## config.mk

```make
export PLATFORM = sky130hd
export DESIGN_NAME = int_request_arbiter
export DESIGN_NICKNAME = d
export VERILOG_FILES = /design/src/rtl/int_request_arbiter.sv
export SDC_FILE = /design/constraint.sdc
export NUM_CORES = 1
export LEC_CHECK = 0
export ABC_AREA = 1
export CAP_MARGIN = 20
export CORE_AREA = 2 2 71 73
export CTS_CLUSTER_DIAMETER = 30
export CTS_CLUSTER_SIZE = 25
export DETAILED_ROUTE_END_ITERATION = 10
export DIE_AREA = 0 0 73 75
export PLACE_DENSITY = 0.9
export SYNTH_ARGS = -nofsm -noshare
export SYNTH_HDL_FRONTEND = slang
export SYNTH_SLANG_ARGS = --single-unit
```

## constraint.sdc

```tcl
create_clock -name clk_i -period 2 [get_ports clk_i]
set_clock_uncertainty 0.2 [all_clocks]
set_input_delay 0.4 -clock clk_i [delete_from_list [all_inputs] [get_ports clk_i]]
set_output_delay 0.4 -clock clk_i [all_outputs]
set_load 0.1 [all_outputs]
```

## src/rtl/int_request_arbiter.sv

```systemverilog
// Interrupt request arbiter: captures request edges into PEND, masks them, and
// grants one line at a time (fixed priority or round-robin) over valid/ack.
module int_request_arbiter #(
    parameter int NUM_REQ  = 8,
    parameter int ID_WIDTH = 3
) (
    input  logic                clk_i,
    input  logic                rst_ni,
    input  logic                cfgWrEn_i,
    input  logic [1:0]          cfgAddr_i,
    input  logic [31:0]         cfgWrData_i,
    output logic [31:0]         cfgRdData_o,
    input  logic [NUM_REQ-1:0]  reqIn_i,
    output logic                gntValid_o,
    output logic [ID_WIDTH-1:0] gntId_o,
    input  logic                gntAck_i
);

    typedef enum logic [1:0] {IDLE, GRANT, HOLDOFF} state_t;

    state_t              state_q;
    logic [NUM_REQ-1:0]  mask_q;
    logic [NUM_REQ-1:0]  pend_q;
    logic [NUM_REQ-1:0]  pend_d;
    logic [NUM_REQ-1:0]  reqLast_q;
    logic                mode_q;
    logic [ID_WIDTH-1:0] ptr_q;
    logic [ID_WIDTH-1:0] gntId_q;
    logic                gntValid_q;

    logic [NUM_REQ-1:0]  eligible;
    logic [NUM_REQ-1:0]  setVec;
    logic [NUM_REQ-1:0]  clrVec;
    logic                maskWr;
    logic                modeWr;
    logic                pendWr;
    logic                ackTaken;
    logic                lowFound;
    logic                upFound;
    logic [ID_WIDTH-1:0] lowIdx;
    logic [ID_WIDTH-1:0] upIdx;
    logic [ID_WIDTH-1:0] winner;
    logic [ID_WIDTH-1:0] nextPtr;

    assign maskWr   = cfgWrEn_i && (cfgAddr_i == 2'd0);
    assign modeWr   = cfgWrEn_i && (cfgAddr_i == 2'd1);
    assign pendWr   = cfgWrEn_i && (cfgAddr_i == 2'd2);
    assign ackTaken = (state_q == GRANT) && gntAck_i;
    assign eligible = pend_q & mask_q;
    assign setVec   = reqIn_i & ~reqLast_q;

    // Descending scan so the last hit is the lowest index; upIdx only counts lines at or above the pointer.
    always_comb begin
        lowFound = 1'b0;
        upFound  = 1'b0;
        lowIdx   = '0;
        upIdx    = '0;
        for (int j = NUM_REQ - 1; j >= 0; j--) begin
            if (eligible[j]) begin
                lowFound = 1'b1;
                lowIdx   = ID_WIDTH'(j);
                if (j >= int'(ptr_q)) begin
                    upFound = 1'b1;
                    upIdx   = ID_WIDTH'(j);
                end
            end
        end
    end

    assign winner  = (mode_q && upFound) ? upIdx : lowIdx;
    assign nextPtr = (gntId_q == ID_WIDTH'(NUM_REQ - 1)) ? '0 : gntId_q + ID_WIDTH'(1);

    always_comb begin
        clrVec = '0;
        if (pendWr) begin
            clrVec = cfgWrData_i[NUM_REQ-1:0];
        end
        for (int j = 0; j < NUM_REQ; j++) begin
            if (ackTaken && (gntId_q == ID_WIDTH'(j))) begin
                clrVec[j] = 1'b1;
            end
        end
    end

    // New edges override any clear landing in the same cycle.
    assign pend_d = (pend_q & ~clrVec) | setVec;

    always_ff @(posedge clk_i or negedge rst_ni) begin
        if (!rst_ni) begin
            mask_q    <= '0;
            mode_q    <= 1'b0;
            pend_q    <= '0;
            reqLast_q <= '0;
        end else begin
            pend_q    <= pend_d;
            reqLast_q <= reqIn_i;
            if (maskWr) begin
                mask_q <= cfgWrData_i[NUM_REQ-1:0];
            end
            if (modeWr) begin
                mode_q <= cfgWrData_i[0];
            end
        end
    end

    always_ff @(posedge clk_i or negedge rst_ni) begin
        if (!rst_ni) begin
            state_q    <= IDLE;
            gntValid_q <= 1'b0;
            gntId_q    <= '0;
            ptr_q      <= '0;
        end else begin
            case (state_q)
                IDLE: begin
                    if (lowFound) begin
                        gntId_q    <= winner;
                        gntValid_q <= 1'b1;
                        state_q    <= GRANT;
                    end
                end
                GRANT: begin
                    if (gntAck_i) begin
                        ptr_q      <= nextPtr;
                        gntValid_q <= 1'b0;
                        state_q    <= HOLDOFF;
                    end
                end
                HOLDOFF: begin
                    state_q <= IDLE;
                end
                default: begin
                    state_q <= IDLE;
                end
            endcase
        end
    end

    always_comb begin
        cfgRdData_o = '0;
        case (cfgAddr_i)
            2'd0: cfgRdData_o[NUM_REQ-1:0] = mask_q;
            2'd1: cfgRdData_o[0] = mode_q;
            2'd2: cfgRdData_o[NUM_REQ-1:0] = pend_q;
            default: begin
                cfgRdData_o[ID_WIDTH-1:0] = gntId_q;
                cfgRdData_o[8]            = gntValid_q;
                cfgRdData_o[11:9]         = 3'(ptr_q);
            end
        endcase
    end

    assign gntValid_o = gntValid_q;
    assign gntId_o    = gntId_q;

endmodule

```

## Yosys cells after proc, flatten, opt, wreduce, memory -nomap -nowiden

Index checks and enable logic that the tools add are counted.

- Bitwise gates (word level): 6
- Reductions and logical operators: 22
- Eq/ne operators: 12
- Div/mod/pow operators: 0
- Add/sub/neg operators: 1
- Muxes and demuxes: 65
- $mul: 0
- Magnitude comparators: 7
- Shift operators: 0

Operators by type and width:

| kind | count |
|---|---|
| 2-to-1 mux 3 bit | 24 |
| 2-to-1 mux 1 bit | 32 |
| bitwise AND 8 bit | 3 |
| NOT 8 bit | 2 |
| logical AND 1 bit | 13 |
| equality test 3 bit (second input constant) | 4 |
| case mux 5 bit (2 select lines) | 1 |
| >= comparator 3 bit (first input constant) | 3 |
| 2-to-1 mux 8 bit | 1 |
| bitwise OR 8 bit | 1 |
| equality test 3 x 2 -> 1 bit (second input constant) | 2 |
| >= comparator 1 x 3 -> 1 bit (first input constant) | 2 |
| >= comparator 2 x 3 -> 1 bit (first input constant) | 2 |
| case mux 2 bit (3 select lines) | 1 |
| AND reduction 2 bit | 3 |
| equality test 2 x 1 -> 1 bit (second input constant) | 2 |
| zero test 2 bit | 2 |
| 2-to-1 mux 2 bit | 2 |
| 2-to-1 mux 4 bit | 1 |
| inequality test 2 bit (second input constant) | 2 |
| case mux 2 bit (2 select lines) | 1 |
| adder 3 x 1 -> 3 bit (second input constant) | 1 |
| equality test 3 x 1 -> 1 bit (second input constant) | 1 |
| zero test 3 bit | 1 |
| other kinds (6) | 6 |

- Register bits after elaboration: 34
- Bits in read-only memories: 0
- Latch bits: 0
- Memories kept: 0
- RAM bits: 0

## Logic depth before layout (Yosys ltp)

- Word-level depth: 18
- Gate-level depth with buffers: 13
- Gate-level depth less buffers: 13

## Worst setup path before layout

No wires, ideal clock.

- Path type: register -> output
- From: register gntId_q[2] (netlist: gntId_o[2])
- To: output port cfgRdData_o[2]
- Data arrival time: 2779 ps
- Path slack: -1379 ps
- Stages on the path, launching flop included: 3
- Required time: 1400 ps
- Buffers on the path: 0
- Cells stage by stage: dfrtp_1 inv_1 o211ai_1

- Longest elaborated chain between the ends: 1

RTL lines:

| element | RTL line | RTL |
|---|---|---|
| from (decl) | 28 | `logic [ID_WIDTH-1:0] gntId_q;` |
| from (signal assigned) | 116 | `gntId_q <= winner;` |
| case mux 2 bit (3 select lines) | 140 | `case (cfgAddr_i)` |
| to (decl) | 12 | `output logic [31:0] cfgRdData_o,` |

No other way between the ends.

## Worst setup path after layout

Same ends and word-level chain as after synthesis.

==> results.yml <==
clock_network:
  clk_path_buf_depth: 2
  clk_pin_slew_ns: 0.07
  clock_latency_ns: 0.30
  tritoncts: "built"
  numCtsBuffers: 5
  cts_sinks: 34
  htree_levels: 2
  root_buffer: "clkbuf_8"
drt:
  vias: 1841
  drc: 0
  dr.pass1.iters: 4
  drt-wirelength-per-cell_um: 13.4
  drt-total-wl_mm: 4.80
  viasPerCell: 5.13
  postRouteAntennaNets: 0
  drt_iter0_drc: 119
cells_and_area:
  diodes: 0
  final_core_utilization: 0.599
  drive_gt1_frac: 0.239
  synthToLayoutAreaGrowth_pct: 41.1
  final_net_count: 356
global_route:
  track_usage: 0.199
  grt_first_pass_wirelength_mm: 8.29
  grt_max_degree: 35
  grt_pass1_vias: 1797
  grt.overflow.total: 0
  grt_antenna_before_repair: 0
sta:
  finalMaxSlewViolations: 0
  hold_violations: 0
  period_needed_ns: 1.98
  rsz0062_at_grt: "false"
  max_freq_ghz: 0.506
  fin_ws_ns: 0.0239
  setup_viol: 0
  period_share: 0.988
  hold_ws_ns: 0.219
yosys:
  yosys.area_share.simple: 0.250
  synth_area_leaders: "dfrtp_1 43%, nand2_1 12%, buf_4 7.6%"
  synth_edf_count: 0
  post-synth-top-area-cell: "dfrtp_1"
  yosys-top-cells-count: "65 x nand2_1, 37 x inv_1, 34 x dfrtp_1"
  synth_seq_cells: 34
  synth_top_family_by_area: "simple AND/OR/NAND/NOR gates"
  synth_mux_area_frac: 0
  synth_top_area_frac: 0.430
  synth-seq-area-share: 0.430
  synth_warnings: 0
  synth_xor_area_frac: 0
  synth_compound_area_frac: 0.130
  synth_fa_ha_area_frac: 0.0380
  synth-main-ff-cell: "dfrtp_1"
  syn_area_per_cell_um2: 7.91
  synth.most_common_cell: "nand2_1"
  syn_inst: 250
  synth_cell_type_count: 27
  synth-async-reset-ratio: 1.00
  syn_area_um2: 1980
placement:
  place_ws_ns: -0.344
  place_congestion: 0.897
  dp_hpwl_mm: 3.55
  placement.io_buffers: 37
setup_path:
  ff2ff_setup_slack_ns: 0.28
  r2r_start: "ptr_q[2]"
  crit_fanout: 6
  slowest_stage: "dfrtp_4"
  cpLargestDelayFamily: "flip-flops"
  end_kind: "output pin"
  worstPathRequired_ns: 1.40
  critPathKind: "reg -> out"
  r2r-end: "gntId_o[0]"
  startpoint_type: "flop"
  crit_buf_inv: 2
  reg2regPathDepth: 11
  crit_path_max_incr_delay_ns: 0.44
  worst_ep_arrival_time_ns: 1.38
  path_cells: "inv_4, o211ai_1, clkbuf_16"
  cp.depth: 3
floorplanning:
  boundaryPins: 82
  die-area_um2: 5480
  core_um2: 4660
  num_rows: 25
  die_h_um: 75
  fp.dieW_um: 73
  initial_core_util: 0.424
power_and_ir_drop:
  p_per_area_nw_per_um2: 1350
  p_total_uw: 3770
  swShare: 0.492
  clkPwrFrac: 0.171
  irDropWorstVdd_mv: 0.739
  p_seq_frac: 0.282
  cellLeakagePower_uw: 0.00139
  pwr-share-comb: 0.547
  switchingPower_uw: 1850
  p_int_uw: 1920
run:
  max_cap_violations: 0
worst_hold_path:
  min_to: "mode_q"
  hold_depth: 3
  min_from: "cfgAddr_i[0]"
  hold_class: "in -> reg"
status:
  status: "completed"
worst min-delay path, cell delays in order:
cell and delay [ns]:
buf_8 0.11, nand3_1 0.09, o21ai_0 0.08
metal layers:
metal,vias up,part of all wire,global-route usage
met2,94,0.52,0.342
met1,859,0.38,0.247
met4,0,0.031,0.0720
met3,20,0.071,0.0442
li1,868,-,-
met5,-,0,0
power groups by stage:
stage / clock (uW) / sequential, uW / combinational [uW]
finish: 645 / 1070 / 2060
global placement: 0 / 1080 / 1950
floorplan: 0 / 1280 / 1180
global route: 675 / 1090 / 2210
detailed placement: 0 / 1090 / 1980
CTS: 651 / 1060 / 2050
sequential cells by signal (all words and copies together) (netlist names):
register,flops
mask_q,8
pend_q,8
reqLast_q,8
gntId_o,3
ptr_q,3
state_q,2
gntValid_o,1
mode_q,1
through the flow:
| step | cell area (um^2) | setup TNS [ns] | instances |
|---|---|---|---|
| after global placement | 2630 | -4.17 | 347 |
| after global routing | 2790 | 0 | 359 |
| after detailed placement | 2630 | -5.26 | 347 |
| final | 2790 | 0 | 359 |
| after CTS | 2780 | 0 | 359 |
| after floorplan | 2120 | -1.63 | 269 |
cell usage in the layout (no fill, tap or decap), drive strengths merged:
cell,n
nand2,71
a22oi,1
buf,29
a31oi,1
bufinv,1
o21ai,23
o211ai,2
clkdlybuf4s50,19
inv,38
nand3,9
nand4,1
nand3b,2
o22ai,9
clkbuf,6
nor3,6
dfrtp,34
a22o,3
clkinvlp,2
o31ai,1
a31o,2
conb,20
nor2,19
ha,6
repair_timing:
item | 4_1_cts | 5_1_grt
endpoints found under the setup margin | 12 | 2
buffers inserted | 4 | 1
gates resized for setup | 14 | 5
pin swaps | 6 | 3
hold buffers | 0 | 0
layout make-up:
cell class                      instances  area, um^2
Sequential cell                        34         865
Clock inverter                          3        45.0
Timing Repair Buffer                   49         629
Inverter                               38         145
Fill cell                             371        1870
Multi-Input combinational cell        176         970
Tap cell                               54        67.6
Clock buffer                            5        68.8
logic make-up after synthesis:
family                   Yosys count
other                              1
AO/OA/AOI/OAI                     42
adder cells (fa/ha/maj)            6
flip-flops                        34
buffers and inverters             59
AND/OR/NAND/NOR                  108
how the worst max path moves through the flow:
stage,startpoint,endpoint,slack (ns)
after floorplan,gntId_o[2],cfgRdData_o[2],-0.79
after global placement,cfgAddr_i[0],cfgRdData_o[0],-0.32
after detailed placement,cfgAddr_i[0],cfgRdData_o[3],-0.34
after CTS,mode_q,cfgRdData_o[0],0.009
after global routing,cfgAddr_i[1],cfgRdData_o[2],0.003
final,gntId_o[2],cfgRdData_o[2],0.02
(Power assumes the default switching activity.)
